`src/rtl/program_encoder_loader.sv`:
```
// rtl/program_encoder_loader.sv - packs decoded RV32I fields into words and loads instruction memory
module program_encoder_loader #(
    parameter int ADDR_WIDTH = 6,
    parameter int MEM_DEPTH  = 64
) (
    input  logic                  clk,
    input  logic                  reset,
    input  logic                  in_valid,
    output logic                  in_ready,
    input  logic [2:0]            in_class,
    input  logic [2:0]            in_funct3,
    input  logic                  in_funct7_5,
    input  logic [4:0]            in_rd,
    input  logic [4:0]            in_rs1,
    input  logic [4:0]            in_rs2,
    input  logic [20:0]           in_imm,
    output logic                  imem_we,
    output logic [ADDR_WIDTH-1:0] imem_addr,
    output logic [31:0]           imem_wdata,
    output logic                  cpu_reset,
    output logic                  done,
    output logic                  error,
    output logic [ADDR_WIDTH:0]   count
);

    typedef enum logic [1:0] {
        S_LOAD,
        S_WRITE,
        S_DONE,
        S_ERR
    } state_t;

    localparam logic [ADDR_WIDTH:0]   COUNT_LAST = (ADDR_WIDTH + 1)'(MEM_DEPTH - 1);
    localparam logic [ADDR_WIDTH:0]   COUNT_ONE  = (ADDR_WIDTH + 1)'(1);
    localparam logic [ADDR_WIDTH-1:0] ADDR_ONE   = ADDR_WIDTH'(1);

    state_t             state, state_next;
    logic [31:0]        enc_word;
    logic               imm_ok;
    logic               we_raw;
    logic               fits_12;
    logic               fits_branch;
    logic [11:0]        i_imm;
    logic signed [20:0] simm;

    assign simm        = $signed(in_imm);
    assign fits_12     = (simm >= -21'sd2048) && (simm <= 21'sd2047);
    assign fits_branch = (simm >= -21'sd4096) && (simm <= 21'sd4094) && !in_imm[0];

    // Shift-immediate ops carry the arithmetic/logical select in imm[10].
    assign i_imm = (in_funct3 == 3'b001 || in_funct3 == 3'b101)
                 ? {1'b0, in_funct7_5, 5'b00000, in_imm[4:0]}
                 : in_imm[11:0];

    always_comb begin
        enc_word = 32'h0;
        imm_ok   = 1'b0;
        case (in_class)
            3'd0: begin
                enc_word = {1'b0, in_funct7_5, 5'b00000, in_rs2, in_rs1, in_funct3, in_rd, 7'b0110011};
                imm_ok   = 1'b1;
            end
            3'd1: begin
                enc_word = {i_imm, in_rs1, in_funct3, in_rd, 7'b0010011};
                imm_ok   = fits_12;
            end
            3'd2: begin
                enc_word = {in_imm[11:0], in_rs1, 3'b010, in_rd, 7'b0000011};
                imm_ok   = fits_12;
            end
            3'd3: begin
                enc_word = {in_imm[11:5], in_rs2, in_rs1, 3'b010, in_imm[4:0], 7'b0100011};
                imm_ok   = fits_12;
            end
            3'd4: begin
                enc_word = {in_imm[12], in_imm[10:5], in_rs2, in_rs1, in_funct3,
                            in_imm[4:1], in_imm[11], 7'b1100011};
                imm_ok   = fits_branch;
            end
            3'd5: begin
                enc_word = {in_imm[20], in_imm[10:1], in_imm[11], in_imm[19:12], in_rd, 7'b1101111};
                imm_ok   = !in_imm[0];
            end
            default: begin
                enc_word = 32'h0;
                imm_ok   = 1'b0;
            end
        endcase
    end

    always_comb begin
        state_next = state;
        in_ready   = 1'b0;
        we_raw     = 1'b0;
        case (state)
            S_LOAD: begin
                in_ready = 1'b1;
                if (in_valid) begin
                    if (in_class == 3'd6) begin
                        state_next = S_DONE;
                    end else if (!imm_ok) begin
                        state_next = S_ERR;
                    end else begin
                        state_next = S_WRITE;
                    end
                end
            end
            S_WRITE: begin
                we_raw     = 1'b1;
                state_next = (count == COUNT_LAST) ? S_DONE : S_LOAD;
            end
            S_DONE:  state_next = S_DONE;
            S_ERR:   state_next = S_ERR;
            default: state_next = S_LOAD;
        endcase
    end

    always_ff @(posedge clk) begin
        if (reset) begin
            state      <= S_LOAD;
            imem_addr  <= '0;
            imem_wdata <= 32'h0;
            count      <= '0;
        end else begin
            state <= state_next;
            if (state == S_LOAD && state_next == S_WRITE) begin
                imem_wdata <= enc_word;
            end
            if (state == S_WRITE) begin
                imem_addr <= imem_addr + ADDR_ONE;
                count     <= count + COUNT_ONE;
            end
        end
    end

    // Gating with reset guarantees no stray write while the loader is being reset.
    assign imem_we   = we_raw && !reset;
    assign cpu_reset = (state != S_DONE);
    assign done      = (state == S_DONE);
    assign error     = (state == S_ERR);

endmodule

```
`config.mk`:
```
export PLATFORM = sky130hd
export DESIGN_NAME = program_encoder_loader
export DESIGN_NICKNAME = d
export VERILOG_FILES = /design/src/rtl/program_encoder_loader.sv
export SDC_FILE = /design/constraint.sdc
export NUM_CORES = 1
export LEC_CHECK = 0
export ABC_AREA = 1
export CORE_MARGIN = 2
export CORE_UTILIZATION = 45
export CTS_BUF_LIST = sky130_fd_sc_hd__clkbuf_8
export DETAILED_ROUTE_END_ITERATION = 6
export PLACE_DENSITY = 0.9
export SLEW_MARGIN = 25
export SYNTH_ARGS = -nofsm -noshare
export SYNTH_HDL_FRONTEND = slang
export SYNTH_SLANG_ARGS = --single-unit
```
`constraint.sdc`:
```
create_clock -name clk -period 2.1 [get_ports clk]
set_input_delay 0.42 -clock clk [delete_from_list [all_inputs] [get_ports clk]]
set_output_delay 0.42 -clock clk [all_outputs]
set_load 0.02 [all_outputs]
```
# Word level (Yosys, flattened, before mapping)
# Cells that the tools add are included.
dict set report totals {
  register_bits 47
  input_bits 46
  wordCells 45
  out_inout_bits 50
}
dict set report op_classes {
  mux 10
  reduce_logical 11
  eq_ne 14
  addsub 2
  n_lt_le_gt_ge 4
}
# operator count
set op_table {}
lappend op_table {{32-bit one-hot mux with 6 select lines} 1}
lappend op_table {{21-bit by 12-bit greater-or-equal comparator with 1-bit output, second input constant} 1}
lappend op_table {{21-bit by 13-bit greater-or-equal comparator with 1-bit output, second input constant} 1}
lappend op_table {{21-bit by 12-bit less-or-equal comparator with 1-bit output, second input constant} 1}
lappend op_table {{21-bit by 13-bit less-or-equal comparator with 1-bit output, second input constant} 1}
lappend op_table {{3-bit == test, second input constant} 4}
lappend op_table {{12-bit two-way mux} 1}
lappend op_table {{2-bit two-way mux} 4}
lappend op_table {{2-bit one-hot mux with 4 select lines} 1}
lappend op_table {{7-bit by 1-bit adder with 7-bit output, second input constant} 1}
lappend op_table {{7-bit by 6-bit == test with 1-bit output, second input constant} 1}
lappend op_table {{6-bit by 1-bit adder with 6-bit output, second input constant} 1}
lappend op_table {{3-bit by 1-bit == test with 1-bit output, second input constant} 2}
lappend op_table {{3-bit by 2-bit == test with 1-bit output, second input constant} 2}
lappend op_table {{1-bit logical AND} 5}
lappend op_table {{2-bit by 1-bit == test with 1-bit output, second input constant} 2}
lappend op_table {{2-bit == test, second input constant} 2}
lappend op_table {{1-bit one-hot mux with 4 select lines} 1}
lappend op_table {{3-bit logical NOT} 1}
lappend op_table {{3-bit OR reduction} 1}
lappend op_table {{1-bit logical NOT} 2}
lappend op_table {{2-bit logical NOT} 1}
lappend op_table {{1-bit two-way mux} 2}
lappend op_table {{2-bit inequality test, second input constant} 1}
lappend op_table {{1-bit logical OR} 1}

# Depth between registers and ports, before layout
# Gate-level depths: netlist (run 1).
dict set report depth {
  ltp_word 10
  mapped_depth 14
  mapped_depth_nobuf 12
}

# Worst setup path before layout (run 1)
# OpenSTA, ideal clock, no wires.
dict set report synth_path {
  path_kind {flip-flop to flip-flop}
  startpoint {register count[0]}
  endpoint {register imem_wdata[17]}
  path_stages_with_launch 8
  synth_period_minus_slack_ns 1.729
  required_time_ns 2.030
  t_arrival_ns 1.658
  setup_slack_ns 0.371
  setup_time_ns 0.070
  path_buffers 1
  path_cell_list {dfxtp_1 ha_1 nand3_1 nor3_1 a21oi_2 clkbuf_1 nand4_1 a21oi_1}
}
dict set report synth_via {
  elab_chain_len 5
}
# item line_no
set synth_rtl {}
lappend synth_rtl {{start: declaration} 23} ;# output logic [ADDR_WIDTH:0] count
lappend synth_rtl {{start signal: assignment} 131} ;# count <= count + COUNT_ONE;
lappend synth_rtl {{7-bit by 6-bit == test with 1-bit output} 110} ;# state_next = (count == COUNT_LAST) ? S_DONE : S_LOAD;
lappend synth_rtl {{2-bit two-way mux} 110}
lappend synth_rtl {{2-bit one-hot mux with 4 select lines} 95} ;# case (state)
lappend synth_rtl {{2-bit by 1-bit == test with 1-bit output} 126} ;# if (state == S_LOAD && state_next == S_WRITE) begin
lappend synth_rtl {{1-bit logical AND} 126}
lappend synth_rtl {{end signal: assignment} 127} ;# imem_wdata <= enc_word;
lappend synth_rtl {{end: declaration} 19} ;# output logic [31:0] imem_wdata,
# No other way between the ends.
# A chain may end at the register's enable or synchronous reset.

# Worst setup path after layout (run 1)
dict set report layout_path {
  startpoint {input reset}
  endpoint {output imem_we}
}
dict set report layout_via {
  elab_chain_len 2
}
# item line_no
set layout_rtl {}
lappend layout_rtl {{start: declaration} 7} ;# input logic reset,
lappend layout_rtl {{1-bit logical NOT} 137} ;# assign imem_we = we_raw && !reset;
lappend layout_rtl {{1-bit logical AND} 137}
lappend layout_rtl {{end: declaration} 17} ;# output logic imem_we,
# No other way between the ends.

==> results of run 1 <==
per-stage QoR:
step | power [mW] | utilization [%]
after CTS | 2.074 | 71.08
final | 2.070 | 71.08
after detailed placement | 1.591 | 69.64
after floorplan | 1.284 | -
after global placement | 1.574 | 69.64
after global routing | 2.180 | 71.08
cell families (layout without fill, tap and decap cells):
logic type / count (synthesis) / in the layout / synth area share [%]
DFF: 45 / 45 / 37.19
buffers and inverters: 69 / 179 / 12.86
AOI/OAI and AO/OA: 78 / 78 / 18.03
adders and majority gates: 2 / 2 / 1.033
and+or+nand+nor: 159 / 159 / 30.89
flip-flops by register name, indices dropped and copies added, names as in the netlist:
name,count
imem_wdata,30
imem_addr,6
state,2
count,7
layer usage:
| layer | GRT usage [%] | wire (um) | vias up |
|---|---|---|---|
| li1 | - | - | 1394 |
| met1 | 28.78 | 2883 | 1252 |
| met2 | 43.13 | 3663 | 120 |
| met3 | 4.419 | 429 | 18 |
| met4 | 11.79 | 207 | 0 |
| met5 | 0 | 0 | - |
placed cells by master, fill, tap and decap left out:
cell type and count:
buf_12 2, buf_4 27, clkbuf_8 5, nand3_1 12, nor3b_1 2, o221ai_1 2
clkdlybuf4s50_1 95, dfxtp_1 45, nand3_4 1, o21a_1 1, o21ai_0 23, a31oi_1 1
a31oi_4 1, nor4_1 1, nand4_1 26, nand2_1 74, nand2_4 2, inv_2 4
o22ai_1 5, inv_1 43, a21oi_2 2, nor3_1 5, nand3b_1 1, clkinv_2 2
nand2_2 2, nor2_4 1, nor2_2 3, nor2_1 28, and3_1 1, o211ai_1 2
a21oi_1 41, ha_1 2, inv_4 1
worst min-delay path: cells and delay by family, from the launching register on:
family          cells  cell delay [ps]
simple gates        1               60
flops               1              320
compound gates      1               50
layout make-up:
| cell class | count | share of cell area [%] |
|---|---|---|
| clock buffer | 5 | 1.884 |
| clock inverter | 1 | 0.1370 |
| multi-input combinational | 239 | 33.12 |
| timing repair buffer | 124 | 32.67 |
| tap | 70 | 2.397 |
| sequential | 45 | 24.66 |
| inverter | 49 | 5.137 |
power groups by stage:
stage | logic [mW] | registers (mW) | clock network [mW]
global route | 0.699 | 0.939 | 0.541
CTS | 0.642 | 0.933 | 0.500
global placement | 0.623 | 0.951 | 0
detailed placement | 0.638 | 0.953 | 0
floorplan | 0.283 | 1.00 | 0
finish | 0.644 | 0.933 | 0.493
worst paths after layout:
kind / from / end / slack, ps / depth (start not counted)
min: imem_wdata[21] / imem_wdata[21] / 470 / 2
min reg2reg: imem_wdata[21] / imem_wdata[21] / 470 / 2
max reg2reg: count[0] / imem_wdata[31] / 480 / 7
max: reset / imem_we / 70 / 3
==> metrics.txt, run 1 <==
footprint of the multi-input gates=1210 um2; crit path kind=primary input to primary output; Clock Sink Count=45; CP Cell Sequence=clkdlybuf4s50_1 -> nor2_1 -> clkdlybuf4s50_1; CP endpoint kind=primary output; share of total power in combinational logic=31.1%; post-synth net total=401; H-tree levels=2; CTS Buf Count=5; part of the power in the clock network=23.8%; fillers=about 420; die area=5986 um2; largest net degree at the start of global routing=34; overall die height=77.37 um; Synth async-reset ratio=0%; Post-Route WL=approximately 7000 um; period utilisation layout=96.71%; Die W=77.37 um; DP Worst Slack=-127.2 ps; register area=900.9 um2; grt ovf=0; Cell variety after synth=33; fin nets=between 500 and 600; Ys Warns=0; Switching Share=31.14%; hold buffer count at CTS=0; Total GRT Usage=between 20% and 30%; placed instance area=between 3000 and 4000 um2; vias in the first global route=2,716; post-cts sizing count=0; global-route wire length before repair=between 10,000 and 15,000 um; Detail Placement HPWL=5702 um; switching pwr=0.6447 mW; Final Slew Violations=0; CTS clk-pin slew, worst paths=80 ps; CTS tree=done; Core Footprint=approximately 5100 um2; Post-synth EDFFs=0; count leader, synth=nand2_1; IO Count=96; Seq/Total Area, Yosys=37.19%; RD Place Congestion=0.9056; Bufs and invs on worst path=2; Root Buffer=clkbuf_8; largest cells by area after synthesis=dfxtp_1 (37%), nand2_1 (11%), a21oi_1 (8.5%); Worst-Skew Late Latency=roughly 290 ps; max capacitance violation total=0; Crit path max-delay family=buffers and inverters; slowest library cell on the worst path=clkdlybuf4s50_1; Port Buf Inserts=95; Final TNS setup=0 ps; required time of the critical path=1680 ps; internal power=1.426 mW; ANT cells=0; Worst Hold Class=flop to flop; Vias=2,784; starting density of the core=approximately 47%; Non-Filler Instances=533; min cycle time layout=2031 ps; #FFs+latches synth=between 40 and 50; Post-Syn Area=2422 um2; post-synth top area share=between 30 and 40%; post-synthesis cell count=roughly 350; power density cells=566.7 nW/um2; RSZ-0062 raised after global routing=false; sequential power share=45.1%; vias per inst=5.223; maximum VDD drop=0.3226 mV; initial antenna violation count=0; Fmax=492.4 MHz; row count=26; predominant post-synthesis flop cell=dfxtp_1; Critical Path AT=around 1600 ps; worst rel slew slack=70.13%; Design Area, Final=3654 um2; Startpoint Class=primary input; skew final=5.562 ps; drt first pass iters=4; P&R area growth vs syn=50.83%; Final Worst Setup Slack=69.00 ps; Crit Path Max Fanout=2; final hold vios=0; DRT iter0 DRCs=223; status=finished clean; WL per Instance=about 13 um; Synth area leader=dfxtp_1; Final ANT Viol Nets=0; cell mode on critical path=clkdlybuf4s50_1; Post-CTS Setup Inserts=0; Slew @ Worst Pin=between 400 and 500 ps; Post-synth top cells=nand2_1 (74), dfxtp_1 (45), inv_1 (43), a21oi_1 (41), nor2_1 (28); max incr delay on CP=between 600 and 700 ps; Finish-stage setup viols=0; DRC=0; WHS=roughly 470 ps; fraction of layout cells with a size suffix above 1=11.45%; clock buffer depth=2; Static Leakage=approximately 1.5 nW; syn_area_per_cell=6.862 um2; dpl cells=around 530
Power figures use the tool's default switching activity.
==> inputs of run 2 (changes only) <==
--- a/config.mk
+++ b/config.mk
@@ -7,10 +7,10 @@
 export LEC_CHECK = 0
 export ABC_AREA = 1
 export CORE_MARGIN = 2
-export CORE_UTILIZATION = 45
+export CORE_UTILIZATION = 29
 export CTS_BUF_LIST = sky130_fd_sc_hd__clkbuf_8
 export DETAILED_ROUTE_END_ITERATION = 6
-export PLACE_DENSITY = 0.9
+export PLACE_DENSITY = 0.64
 export SLEW_MARGIN = 25
 export SYNTH_ARGS = -nofsm -noshare
 export SYNTH_HDL_FRONTEND = slang
==> run 2 against run 1 <==
  * Die area rose by 52%
  * Setup slack better by 55 ps
  * Sequential power about the same
  * Cell count up 7.1%
  * Clock skew increased by 1.2 ps
  * Clock-buffer cell count up 1
  * Maximum frequency rose by 2.8%
  * Worst hold slack lost 0.93 ps
  * Non-clock buffer count up 1
  * Critical path depth stayed put
  * Sequential cell count is the same
  * First-iteration DRC count down 7.6%
==> metrics.txt, run 2 (synthesis results as in run 1) <==
M2 GR Usage=29.69% (was 43.13%); largest net degree at the start of global routing=34 (unchanged); CTS tree=done (unchanged); Total GRT Usage=17.10% (was 24.55%); drt first pass iters=4 (unchanged); clock buffer depth=2 (unchanged); Post-CTS Setup Inserts=0 (unchanged); cell mode on critical path=clkdlybuf4s50_1 (unchanged); GR Layer Usage met1=21.22% (was 28.78%); placed instance area=3618 um2 (was 3580 um2); hold buffer count at CTS=0 (unchanged); DP Worst Slack=-233.0 ps (was -127.2 ps); CTS Buf Count=5 (unchanged); Static Leakage=1.490 nW (was 1.467 nW); vias per inst=4.695 (was 5.223); Final Slew Violations=0 (unchanged); top flop regs=imem_wdata x30, count x7, imem_addr x6 (unchanged); required time of the critical path=1680 ps (about the same); Vias=2,681 (was 2,784); most frequent cells in the layout=clkdlybuf4s50_1 (95), nand2_1 (74), dfxtp_1 (45) (unchanged); maximum VDD drop=0.2631 mV (was 0.3226 mV); CP Cell Sequence=clkdlybuf4s50_1 -> nor2_1 -> clkdlybuf4s50_1 (unchanged); Critical Path AT=1560 ps (was 1610 ps); Root Buffer=clkbuf_8 (unchanged); DRC=0 (unchanged); Crit Path Max Fanout=2 (unchanged); Detail Placement HPWL=5881 um (was 5702 um); Die W=95.40 um (was 77.37 um); initial antenna violation count=0 (unchanged); Bufs and invs on worst path=2 (unchanged); dpl cells=563 (was 527); global-route wire length before repair=12,300 um (was 11,950 um); Final ANT Viol Nets=0 (unchanged); RSZ-0062 raised after global routing=false (unchanged); grt ovf=0 (unchanged); Slew @ Worst Pin=428.5 ps (was 443.9 ps); Design Area, Final=3735 um2 (was 3654 um2); max reg flops=30 (unchanged); Crit path max-delay family=buffers and inverters (unchanged); Port Buf Inserts=95 (unchanged); status=finished clean (unchanged); period utilisation layout=94.08% (was 96.71%); P&R area growth vs syn=54.18% (was 50.83%); Clock Sink Count=45 (unchanged); fraction of layout cells with a size suffix above 1=11.80% (was 11.45%); max incr delay on CP=610 ps (was 630 ps); Fmax=506.2 MHz (was 492.4 MHz); fin nets=513 (was 512); Non-Filler Instances=571 (was 533); Post-Route WL=7418 um (was 7184 um); DRT iter0 DRCs=206 (was 223); RD Place Congestion=0.8954 (was 0.9056); WL per Instance=12.99 um (was 13.48 um); Worst Hold Class=flop to flop (unchanged); die area=9100 um2 (was 5986 um2); GR Util met3=3.399% (was 4.419%); power density cells=599.9 nW/um2 (was 566.7 nW/um2); most common cell after layout, fill and taps aside=clkdlybuf4s50_1 (unchanged); slowest library cell on the worst path=clkdlybuf4s50_1 (unchanged); overall die height=95.40 um (was 77.37 um); IO Count=96 (unchanged); worst rel slew slack=71.17% (was 70.13%); starting density of the core=29.63% (was 47.13%); largest register by flop count=imem_wdata (unchanged); CTS clk-pin slew, worst paths=80 ps (about the same); WHS=465.7 ps (was 466.6 ps); Startpoint Class=primary input (unchanged); Worst-Skew Late Latency=290 ps (about the same); ANT cells=0 (unchanged); row count=33 (was 26); max capacitance violation total=0 (unchanged); skew final=6.779 ps (was 5.562 ps); CP endpoint kind=primary output (unchanged); vias in the first global route=2,643 (was 2,716); H-tree levels=2 (unchanged); min cycle time layout=1976 ps (was 2031 ps); final hold vios=0 (unchanged); global route hottest layer=met2 (unchanged); Core Footprint=8175 um2 (was 5140 um2); crit path kind=primary input to primary output (unchanged); Final Worst Setup Slack=124.4 ps (was 69.00 ps); Finish-stage setup viols=0 (unchanged)
==> run 2: cell types whose count changed in the layout (fill, tap and decap cells not counted), sizes merged <==
cell	change
clkbuf	+1
clkinv	-1
buf	+1
bufinv	+1
inv	+1
==> run 2: through the flow <==
step / util [%] / TNS [ps] / total power, mW
3_5_place_dp: 44.26 / -2559 / 1.592
4_1_cts: 45.68 / 0 / 2.266
5_1_grt: 45.68 / 0 / 2.366
3_3_place_gp: 44.26 / -1637 / 1.582
6_report: 45.68 / 0 / 2.241
2_1_floorplan: - / 0 / 1.284
==> run 2: path summary, 6_finish.rpt <==
check / start / to / slack [ps] / depth (start not counted)
setup reg to reg: count[0] / imem_wdata[3] / 400 / 7
hold reg to reg: imem_wdata[11] / imem_wdata[11] / 470 / 2
hold / removal: imem_wdata[11] / imem_wdata[11] / 470 / 2
setup / recovery: reset / imem_we / 120 / 3
==> run 2: cell type report <==
type	count	area [um2]
Sequential cell	45	900.9
Clock buffer	6	82.58
Multi-Input combinational cell	239	1210
Timing Repair Buffer	125	1189
Fill cell	829	4441
Inverter	49	187.7
Clock inverter	2	33.78
Tap cell	105	131.4
==> run 2: worst min-delay path, delay by kind of cell (launching register included) <==
| kind | cells | cell delay [ps] |
|---|---|---|
| simple gates | 1 | 60 |
| compound gates | 1 | 50 |
| flops | 1 | 320 |
==> run 2: repair_timing <==
item	in CTS	in global routing
endpoints found under the setup margin	0	3
gates resized for setup	0	1
hold endpoints to repair	0	0
==> run 2: per-layer routing <==
metal | vias to the layer above | share of wire [%]
li1 | 1386 | -
met1 | 1194 | 44
met2 | 88 | 48
met3 | 13 | 5.9
met4 | 0 | 2.4
met5 | - | 0
==> run 2: power breakdown <==
| part | internal, mW | switching, mW |
|---|---|---|
| clock | 0.383 | 0.285 |
| combinational | 0.301 | 0.339 |
| sequential | 0.900 | 0.0315 |
==> inputs of run 3 (changes only) <==
--- a/config.mk
+++ b/config.mk
@@ -6,7 +6,7 @@
 export NUM_CORES = 1
 export LEC_CHECK = 0
 export ABC_AREA = 1
-export CORE_MARGIN = 2
+export CORE_MARGIN = 1
 export CORE_UTILIZATION = 29
 export CTS_BUF_LIST = sky130_fd_sc_hd__clkbuf_8
 export DETAILED_ROUTE_END_ITERATION = 6
==> run 3 against run 2 <==
  * Setup slack worse by 10 ps
  * Critical endpoint unchanged
  * Highest routed layer unchanged
  * Combinational power decreased by 0.9%
  * Clock-buffer cell count is 1 lower
  * Sequential cell count unchanged
  * Maximum frequency down 0.51%
  * Core utilization rose by 1.1 points
  * Power down 6.4%
  * Global-route usage shrank 0.23 points
  * Critical path type unchanged
  * Routed wire length fell by 4.5%
  * Critical path depth unchanged
  * Register-to-register slack better by 70 ps
  * Clock skew grew 1.9 ps
==> metrics.txt, run 3 (synthesis results as in run 1) <==
Startpoint Class=primary input (unchanged); Final ANT Viol Nets=0 (unchanged); vias per inst=4.723 (was 4.695); initial antenna violation count=0 (unchanged); Worst Hold Class=flop to flop (unchanged); H-tree levels=2 (unchanged); Detail Placement HPWL=5793 um (was 5881 um); CTS clk-pin slew, worst paths=80 ps (about the same); grt ovf=0 (unchanged); CTS Buf Count=5 (unchanged); global-route wire length before repair=11,660 um (was 12,300 um); IO Count=96 (unchanged); WL per Instance=12.50 um (was 12.99 um); crit path kind=primary input to primary output (unchanged); Vias=2,678 (was 2,681); worst rel slew slack=71.24% (was 71.17%); vias in the first global route=2,498 (was 2,643); Fmax=503.6 MHz (was 506.2 MHz); max capacitance violation total=0 (unchanged); Port Buf Inserts=95 (unchanged); max incr delay on CP=610 ps (about the same); Total GRT Usage=16.87% (was 17.10%); RSZ-0062 raised after global routing=false (unchanged); overall power=2.096 mW (was 2.241 mW); slowest library cell on the worst path=clkdlybuf4s50_1 (unchanged); most common cell after layout, fill and taps aside=clkdlybuf4s50_1 (unchanged); Critical Path AT=1570 ps (was 1560 ps); maximum VDD drop=0.2265 mV (was 0.2631 mV); final hold vios=0 (unchanged); power density cells=567.6 nW/um2 (was 599.9 nW/um2); required time of the critical path=1680 ps (about the same); overall die height=93.40 um (was 95.40 um); P&R area growth vs syn=52.48% (was 54.18%); largest net degree at the start of global routing=34 (unchanged); row count=32 (was 33); Static Leakage=1.466 nW (was 1.490 nW); min cycle time layout=1986 ps (was 1976 ps); DRC=0 (unchanged); period utilisation layout=94.55% (was 94.08%); Root Buffer=clkbuf_8 (unchanged); ANT cells=0 (unchanged); Worst-Skew Late Latency=300 ps (was 290 ps); hold buffer count at CTS=0 (unchanged); skew final=8.714 ps (was 6.779 ps); status=finished clean (unchanged); starting density of the core=30.71% (was 29.63%); Post-CTS Setup Inserts=0 (unchanged); Final Slew Violations=0 (unchanged); Clock Sink Count=45 (unchanged); cell mode on critical path=clkdlybuf4s50_1 (unchanged); largest register by flop count=imem_wdata (unchanged); top flop regs=imem_wdata x30, count x7, imem_addr x6 (unchanged); Core Footprint=7888 um2 (was 8175 um2); Crit Path Max Fanout=2 (unchanged); post-cts sizing count=0 (unchanged); drt first pass iters=4 (unchanged); fin nets=512 (was 513); max reg flops=30 (unchanged); DRT iter0 DRCs=121 (was 206); CP endpoint kind=primary output (unchanged); RD Place Congestion=0.9140 (was 0.8954); Finish-stage setup viols=0 (unchanged); CTS tree=done (unchanged); Slew @ Worst Pin=427.5 ps (was 428.5 ps); clock buffer depth=2 (unchanged); dpl cells=559 (was 563); fraction of layout cells with a size suffix above 1=11.83% (was 11.80%); most frequent cells in the layout=clkdlybuf4s50_1 (95), nand2_1 (74), dfxtp_1 (45) (unchanged); CP Cell Sequence=clkdlybuf4s50_1 -> nor2_1 -> clkdlybuf4s50_1 (unchanged); Non-Filler Instances=567 (was 571); die area=8723 um2 (was 9100 um2); Post-Route WL=7086 um (was 7418 um); Die W=93.40 um (was 95.40 um)
run 3: changes by cell type in the layout (fill, tap and decap cells not counted):
cell        before  now
clkinv_2         1    3
inv_1           44   43
o21ai_1          1    0
bufinv_16        1    0
clkbuf_8         6    5
buf_4           29   28
clkinvlp_4       0    1
o21ai_0         22   23
run 3: worst paths after layout:
check	slack (ps)	cells after the start	to	from
worst max register to register	470	7	imem_wdata[21]	count[0]
worst min-delay path	460	2	imem_wdata[30]	imem_wdata[30]
worst min register to register	460	2	imem_wdata[30]	imem_wdata[30]
worst max-delay path	110	3	imem_we	reset
run 3: metal layers:
layer  GRT usage [%]  vias up  part of all wire (%)
li1                -     1390                     -
met1           21.36     1203                    45
met2           28.86       77                    47
met3           3.740        8                   6.1
met4           4.359        0                   1.3
met5               0        -                     0
run 3: through the flow:
| step | util [%] | hold slack, ps | setup WS [ps] | area (um2) | setup TNS [ps] |
|---|---|---|---|---|---|
| final | 46.83 | 463.8 | 114.4 | 3694 | 0 |
| after global routing | 46.83 | 482.6 | 45.74 | 3694 | 0 |
| after CTS | 46.83 | 470.6 | 106.1 | 3694 | 0 |
| after detailed placement | 45.73 | 455.7 | -72.14 | 3607 | -1308 |
| after global placement | 45.73 | 447.8 | -40.68 | 3607 | -766.8 |
| after floorplan | - | 535.8 | 371.4 | 2422 | 0 |
run 3: final cells by class:
type / count / area [um2]
Clock buffer: 5 / 68.82
Clock inverter: 3 / 17.52
Fill cell: 800 / 4194
Inverter: 49 / 187.7
Multi-Input combinational cell: 239 / 1210
Sequential cell: 45 / 900.9
Tap cell: 102 / 127.6
Timing Repair Buffer: 124 / 1181
run 3: report_power, final:
| part | leakage, nW | switching (mW) | internal (mW) |
|---|---|---|---|
| clock | 0.0439 | 0.301 | 0.230 |
| sequential | 0.366 | 0.0309 | 0.900 |
| combinational | 1.06 | 0.333 | 0.301 |
| total | 1.47 | 0.665 | 1.43 |
run 3: worst max-delay path: cells and delay by family:
family                 cells  cell delay (ps)
and+or+nand+nor            1              120
buffers and inverters      2             1030
